`src/rtl/regfile_reader.sv`:
```
`default_nettype none
// ============================================================================
// Module   : regfile_reader
// Purpose  : On a start request, snapshots the four registers of an external
//            dual-read-port register file (two registers per cycle) and then
//            streams them out as bytes over a valid/ready handshake, followed
//            by a one-cycle done pulse.
// Optional : define REGFILE_READER_CHECKSUM_EN to append a fifth byte equal to
//            the XOR of the four snapshotted registers.
// Ports    : clk        - single clock, all state changes on posedge
//            rst        - synchronous, active-low reset
//            start      - one-cycle request, honoured only while idle
//            rd_addr_a  - read port A address (registered)
//            rd_addr_b  - read port B address (registered)
//            rd_data_a  - read port A data (combinational from rd_addr_a)
//            rd_data_b  - read port B data (combinational from rd_addr_b)
//            out_data   - streamed byte
//            out_valid  - out_data is valid
//            out_ready  - downstream accepts out_data
//            busy       - high in every state except idle
//            done       - one-cycle pulse after the final byte transfers
// Revision : 1.0 - initial release
// ============================================================================
module regfile_reader #(
    parameter int DATA_W = 8
) (
    input  logic              clk,
    input  logic              rst,
    input  logic              start,
    output logic [1:0]        rd_addr_a,
    output logic [1:0]        rd_addr_b,
    input  logic [DATA_W-1:0] rd_data_a,
    input  logic [DATA_W-1:0] rd_data_b,
    output logic [DATA_W-1:0] out_data,
    output logic              out_valid,
    input  logic              out_ready,
    output logic              busy,
    output logic              done
);

    typedef enum logic [2:0] {
        S_IDLE  = 3'd0,
        S_READ0 = 3'd1,
        S_READ1 = 3'd2,
        S_SEND  = 3'd3,
        S_DONE  = 3'd4
    } state_t;

`ifdef REGFILE_READER_CHECKSUM_EN
    localparam logic [2:0] c_LAST_IDX = 3'd4;
`else
    localparam logic [2:0] c_LAST_IDX = 3'd3;
`endif

    state_t              r_state;
    logic [2:0]          r_idx;
    logic [DATA_W-1:0]   r_buf [4];
    logic [DATA_W-1:0]   r_out_data;
    logic                r_out_valid;
    logic                r_busy;
    logic                r_done;
    logic [1:0]          r_rd_addr_a;
    logic [1:0]          r_rd_addr_b;

    logic [1:0]          w_idx_inc;
    logic [DATA_W-1:0]   w_next_byte;

    // Byte to present after the current one is accepted. Only meaningful
    // when the current index is not the last one.
    assign w_idx_inc = r_idx[1:0] + 2'd1;

    always_comb begin
        w_next_byte = r_buf[w_idx_inc];
`ifdef REGFILE_READER_CHECKSUM_EN
        if (r_idx[1:0] == 2'd3) begin
            w_next_byte = r_buf[0] ^ r_buf[1] ^ r_buf[2] ^ r_buf[3];
        end
`endif
    end

    always_ff @(posedge clk) begin
        if (!rst) begin
            r_state     <= S_IDLE;
            r_idx       <= 3'd0;
            for (int i = 0; i < 4; i++) begin
                r_buf[i] <= '0;
            end
            r_out_data  <= '0;
            r_out_valid <= 1'b0;
            r_busy      <= 1'b0;
            r_done      <= 1'b0;
            r_rd_addr_a <= 2'd0;
            r_rd_addr_b <= 2'd1;
        end else begin
            case (r_state)
                S_IDLE: begin
                    if (start) begin
                        r_state <= S_READ0;
                        r_busy  <= 1'b1;
                    end
                end
                S_READ0: begin
                    // Read data is sampled on this edge, so a write landing
                    // on the same edge is not seen (pre-write snapshot).
                    r_buf[0]    <= rd_data_a;
                    r_buf[1]    <= rd_data_b;
                    r_rd_addr_a <= 2'd2;
                    r_rd_addr_b <= 2'd3;
                    r_state     <= S_READ1;
                end
                S_READ1: begin
                    r_buf[2]    <= rd_data_a;
                    r_buf[3]    <= rd_data_b;
                    r_idx       <= 3'd0;
                    // buf[0] was captured one edge earlier, so it can be
                    // presented immediately on entry to SEND.
                    r_out_data  <= r_buf[0];
                    r_out_valid <= 1'b1;
                    r_rd_addr_a <= 2'd0;
                    r_rd_addr_b <= 2'd1;
                    r_state     <= S_SEND;
                end
                S_SEND: begin
                    if (out_ready) begin
                        if (r_idx == c_LAST_IDX) begin
                            r_out_valid <= 1'b0;
                            r_done      <= 1'b1;
                            r_state     <= S_DONE;
                        end else begin
                            r_idx      <= r_idx + 3'd1;
                            r_out_data <= w_next_byte;
                        end
                    end
                end
                S_DONE: begin
                    r_done  <= 1'b0;
                    r_busy  <= 1'b0;
                    r_state <= S_IDLE;
                end
                default: begin
                    r_state <= S_IDLE;
                end
            endcase
        end
    end

    assign rd_addr_a = r_rd_addr_a;
    assign rd_addr_b = r_rd_addr_b;
    assign out_data  = r_out_data;
    assign out_valid = r_out_valid;
    assign busy      = r_busy;
    assign done      = r_done;

endmodule
`default_nettype wire

```
`config.mk`:
```
export PLATFORM = sky130hd
export DESIGN_NAME = regfile_reader
export DESIGN_NICKNAME = d
export VERILOG_FILES = /design/src/rtl/regfile_reader.sv
export SDC_FILE = /design/constraint.sdc
export NUM_CORES = 1
export LEC_CHECK = 0
export CAP_MARGIN = 20
export CORE_UTILIZATION = 40
export CTS_BUF_LIST = sky130_fd_sc_hd__clkbuf_4
export DETAILED_ROUTE_END_ITERATION = 10
export GPL_TIMING_DRIVEN = 0
export PLACE_DENSITY = 0.58
export SYNTH_ARGS = -nofsm -noshare
export SYNTH_HDL_FRONTEND = slang
export SYNTH_SLANG_ARGS = --single-unit
export TNS_END_PERCENT = 10
```
`constraint.sdc`:
```
create_clock -name clk -period 4.85 [get_ports clk]
set_clock_uncertainty 0.1 [all_clocks]
set_input_delay 1.2125 -clock clk [delete_from_list [all_inputs] [get_ports clk]]
set_output_delay 1.2125 -clock clk [all_outputs]
set_load 0.005 [all_outputs]
```
### Yosys cells after proc, flatten, opt, wreduce, memory -nomap -nowiden

Memory sizes are Yosys's and may differ from the RTL's.
Cells that the tools add are included.

* register bits after elaboration: 21
* bits in latches: 0
* bits in writable memories: 32
* ROM bits: 0
* memories: 1

* add/subtract/negate cells: 2
* multiply operators: 0
* div/mod/pow operators: 0
* order comparisons: 0
* equal/unequal tests: 9
* shift-type cells: 0
* multiplexer cells: 31
* bitwise operators: 4
* reduce and logical (&&, ||, !) cells: 10

Memories
* r_buf: depth 4, bits a word 8, rd ports 2, clocked after Yosys merged registers in 0, wr ports 4, line 57 `logic [DATA_W-1:0] r_buf [4];`

Operators with widths (count)
* $mux W8: 6
* $pmux W8 S2: 1
* $mux W3: 5
* $mux W1: 12
* $pmux W3 S4: 1
* $reduce_and A3 Y1: 4
* $eq A3 B2 Y1 const B: 3
* $ne A2 B2 Y1 const B: 4
* $pmux W2 S2: 2
* $reduce_bool A2 Y1: 4
* $pmux W1 S2: 3
* $pmux W3 S2: 1
* $or A1 B1 Y1: 4
* $add A3 B1 Y3 const B: 1
* $eq A3 B1 Y1 const B: 1
* $eq A3 B3 Y1 const B: 1
* $logic_not A3 Y1: 1
* $add A2 B1 Y2 const B: 1
* $reduce_and A2 Y1: 1

### Depth between registers and ports, before layout

* depth after elaboration: 5
* depth in mapped cells: 8
* depth with buffers taken out: 6

### Worst setup path after synthesis

OpenSTA, ideal clock, no wires.

* kind: register to register
* start: register r_state[0]
* end: memory r_buf[2][0], enable pin
* data arrival time: 1.846 ns
* data required time: 4.339 ns
* setup slack: 2.493 ns
* stages on the path, launching flop included: 4
* cells stage by stage: dfxtp_1 > buf_2 > buf_2 > o21ai_0

RTL lines
* start: declaration: line 55 `state_t r_state;`
* start signal: assignment: line 83 `r_state <= S_IDLE;`
* start signal: assignment: line 98 `r_state <= S_READ0;`
* start signal: assignment: line 109 `r_state <= S_READ1;`
* end: declaration: line 57

==> results.txt <==
* Outcome: finished clean
- The routed design could run at a clock period as short as 2.87 ns.
- Number of global-route vias before repair: 1660
- Clock-pin slew was measured on the worst setup and hold paths at 0.14 ns.
- Setup violations remaining at the end of the flow were counted as 0.
- Overflow left after global routing: 0
- The pre-antenna-repair detailed-routing pass consisted of 4 iterations.
- In the routed design, unresolved DRC markers number 0.
- The area growth from synthesis to layout is 20.8%.
* Total Die Area: 6290 µm²
- Placement row count: 27
- In this run the tool buffered the top-level ports with 32 buffer cells.
- Power Dens Cells: 278 nW/µm²
- Fin util: 0.512
* Antenna cell count: 0
- RSZ-0062 raised after global routing: false
* Kind of end point of the critical path: register
- Entering global routing, the biggest net connects 15 pins.
- EDFF count, synth: 32
* Total wirelength of the detailed-routed design: just over 5000 µm
* First-pass GRT wire length: 8480 µm
* Effective utilization at floorplan: 0.424
- The number of slew-limit violations in the final report is 0.
* Critical R2R Capture: out_data[7]
* Non-filler cells in the finished layout: 312
* Clock network latency to the later pin of the worst-skew pair: ~0.37 ns
- Yosys printed 0 warnings.
- Counting the buffers created by CTS gives 5.
- Worst hold endpoint: out_data[4]
* CTS Root Cell: sky130_fd_sc_hd__clkbuf_4
* Buffer levels on the longest clock path: 2
* Count of vias placed by the detailed router: 1610
- Counting instances, the worst hold path has a depth of 1.
- The hold violation total from the final report came to 0.
- In the global route stage, overall resource usage came out at 0.183.
- Critical path required time: 5.00 ns
- Count of cell types in the netlist: 35
- Worst r2r src: r_idx[0]
- For the pin with the worst max-slew slack, the measured transition is 0.570 ns.
* Type of the most critical hold path: register to register
- In the finished design, the share of the clock period the worst path needs comes to 0.591.
* Cell count after placement: 304
- The initial antenna violation count is 0.
- Dividing the detail-routed via count by the number of cells gives just over 5.
- Startpoint-to-endpoint class of the critical path: input port to register
- Worst endpoint data arrival time: 3.02 ns
- Post-synthesis async set-or-reset flop share: 0
* Critical path startpoint category: input port
- Synth Cell Area: 2390 µm²
- # clock sinks: 50
- From bottom edge to top edge, the die measures slightly below 80 µm.
- Sequential element share of the synthesized area: 0.553
- Syn Area/Cell: 12.1 µm²
- Adding up every negative setup slack in the final design gives 0 ns.
- Antenna viol nets, final: 0
- Gates resized, CTS repair: 0
* Startpoint of the tightest hold check path: out_data[4]
- Dpl hpwl: between 3000 and 4000 µm
- H-Tree Depth: 2
* Synthesized netlist net count: 221
- Number of top-level design ports: 35
* Die W: 79.3 µm
- In this run, synthesis produced a sequential element count of 50.
- The cell count after synthesis came out at 198.
- At the end of routability-driven placement, the weighted congestion stood at 0.789.
- The filler cells instantiated in the layout total 493.
* Post-CTS setup-driven buffer insertion count: 0
* Layout Nets: 262
- Violation count after the first detailed-routing iteration: 57
* Worst slew margin relative to its limit: 0.618
* Leakage power total: 1.03 nW
* Total power: 0.803 mW
- For this run, the top clock speed supported by timing is 349 MHz.
- Hold repair after CTS inserted 0 buffers.
- Max-cap violations: 0
* CTS tree: done
* Total core area: between 5000 and 6000 µm²
* Maximum fanout encountered on the critical timing path: 10
* Largest vdd supply drop: 0.128 mV
* Share of cells above drive strength 1: 0.150
* Number of cells on the worst reg-to-reg path: 7
* Dominant register cell in the synthesized netlist: sky130_fd_sc_hd__edfxtp_1
- WL/cell: 16.5 µm
- Setup slack of the worst register-to-register path: 2.87 ns
-- synthesized netlist by cell type, types with 2 or more instances --
cell type | number | area share
sky130_fd_sc_hd__nand2b_1 | 11 | 0.029
sky130_fd_sc_hd__mux2i_1 | 16 | 0.067
sky130_fd_sc_hd__nor2b_1 | 2 | 0.0052
sky130_fd_sc_hd__a221oi_2 | 8 | 0.050
sky130_fd_sc_hd__buf_4 | 5 | 0.016
sky130_fd_sc_hd__and2_1 | 32 | 0.084
sky130_fd_sc_hd__conb_1 | 2 | 0.0031
sky130_fd_sc_hd__o21a_1 | 2 | 0.0063
sky130_fd_sc_hd__o21ai_0 | 6 | 0.013
sky130_fd_sc_hd__dfxtp_1 | 18 | 0.15
sky130_fd_sc_hd__ha_1 | 3 | 0.016
sky130_fd_sc_hd__nor2_1 | 10 | 0.016
sky130_fd_sc_hd__edfxtp_1 | 32 | 0.40
sky130_fd_sc_hd__a21oi_1 | 5 | 0.010
sky130_fd_sc_hd__nand2_1 | 9 | 0.014
sky130_fd_sc_hd__buf_6 | 3 | 0.014
sky130_fd_sc_hd__a22o_1 | 8 | 0.029
sky130_fd_sc_hd__buf_2 | 6 | 0.013
sky130_fd_sc_hd__nor3_1 | 3 | 0.0063
sky130_fd_sc_hd__inv_1 | 2 | 0.0031
-- placed cells by master (no fill, tap or decap), types with 3 or more instances in the layout --
cell type,netlist,routed
sky130_fd_sc_hd__a21oi_1,5,5
sky130_fd_sc_hd__a221oi_2,8,8
sky130_fd_sc_hd__a22o_1,8,8
sky130_fd_sc_hd__and2_1,32,32
sky130_fd_sc_hd__buf_2,6,6
sky130_fd_sc_hd__buf_4,5,5
sky130_fd_sc_hd__buf_6,3,3
sky130_fd_sc_hd__clkbuf_4,0,5
sky130_fd_sc_hd__clkdlybuf4s50_1,0,32
sky130_fd_sc_hd__clkinv_1,0,3
sky130_fd_sc_hd__dfxtp_1,18,18
sky130_fd_sc_hd__edfxtp_1,32,32
sky130_fd_sc_hd__ha_1,3,3
sky130_fd_sc_hd__mux2i_1,16,16
sky130_fd_sc_hd__nand2_1,9,9
sky130_fd_sc_hd__nand2b_1,11,11
sky130_fd_sc_hd__nor2_1,10,10
sky130_fd_sc_hd__nor3_1,3,3
sky130_fd_sc_hd__o21ai_0,6,4
-- worst max-delay path, stage by stage --
cell,delay (ns)
sky130_fd_sc_hd__clkdlybuf4s50_1,0.62
sky130_fd_sc_hd__nand2b_1,0.16
sky130_fd_sc_hd__nor3b_2,0.45
sky130_fd_sc_hd__clkbuf_1,0.39
sky130_fd_sc_hd__and2_1,0.19
-- layout make-up --
| cell class | instances | area, µm² | share of cell area |
|---|---|---|---|
| tap | 72 | 90.1 | 0.0312 |
| inverter | 3 | 11.3 | 0.00390 |
| multi-input combinational | 130 | 960 | 0.332 |
| sequential | 50 | 1320 | 0.458 |
| buffer | 15 | 105 | 0.0364 |
| clock inverter | 3 | 11.3 | 0.00390 |
| timing repair buffer | 34 | 350 | 0.121 |
| clock buffer | 5 | 37.5 | 0.0130 |
-- sequential cells by signal, summed over array words and instances, names as in the netlist --
| signal | count |
|---|---|
| out_data | 8 |
| busy | 1 |
| done | 1 |
| rd_addr_a | 1 |
| r_idx | 3 |
| r_buf | 32 |
| r_state | 3 |
| out_valid | 1 |
-- report_power, final --
group / internal, mW / switching (mW) / leakage, nW
sequential: 0.484 / 0.0118 / 0.485
combinational: 0.0612 / 0.0616 / 0.517
clock: 0.0520 / 0.132 / 0.0277
-- how the worst max path moves through the flow --
stage	end	cells past startpoint	slack (ns)	startpoint
after floorplan	r_buf[2][0]	3	2.49	r_state[0]
after global routing	r_buf[0][1]	5	1.77	rst
after detailed placement	r_buf[1][7]	5	1.52	rst
final	r_buf[0][5]	5	1.98	rst
after global placement	r_buf[0][2]	2	1.43	rst
after CTS	r_buf[1][7]	5	1.90	rst
-- through the flow --
| stage | setup WS [ns] | instance area (µm²) | hold WS [ns] |
|---|---|---|---|
| floorplan | 2.49 | 2390 | 0.357 |
| global route | 1.77 | 2890 | 0.429 |
| finish | 1.98 | 2890 | 0.411 |
| detailed placement | 1.52 | 2840 | 0.371 |
| global placement | 1.43 | 2800 | 0.377 |
| CTS | 1.90 | 2890 | 0.406 |
-- layer usage --
metal | share of wire | wire [µm] | GRT usage | up-vias
met5 | 0 | 0 | 0 | -
met4 | 0.019 | 96 | 0.0582 | 0
met3 | 0.033 | 168 | 0.0448 | 10
met2 | 0.51 | 2610 | 0.309 | 34
met1 | 0.44 | 2260 | 0.229 | 782
li1 | - | - | - | 784
-- cell families (layout without fill, tap and decap cells) --
logic type                 Yosys count  in the layout  synth area share
DFF                                 50             50             0.553
and+or+nand+nor                     76             76             0.191
buffers and inverters               18             60            0.0487
other                                2              2           0.00314
AOI/OAI and AO/OA                   33             33             0.122
adders and majority gates            3              3            0.0157
muxes                               16             16            0.0670
No activity file was read; power rests on OpenSTA's default activity.
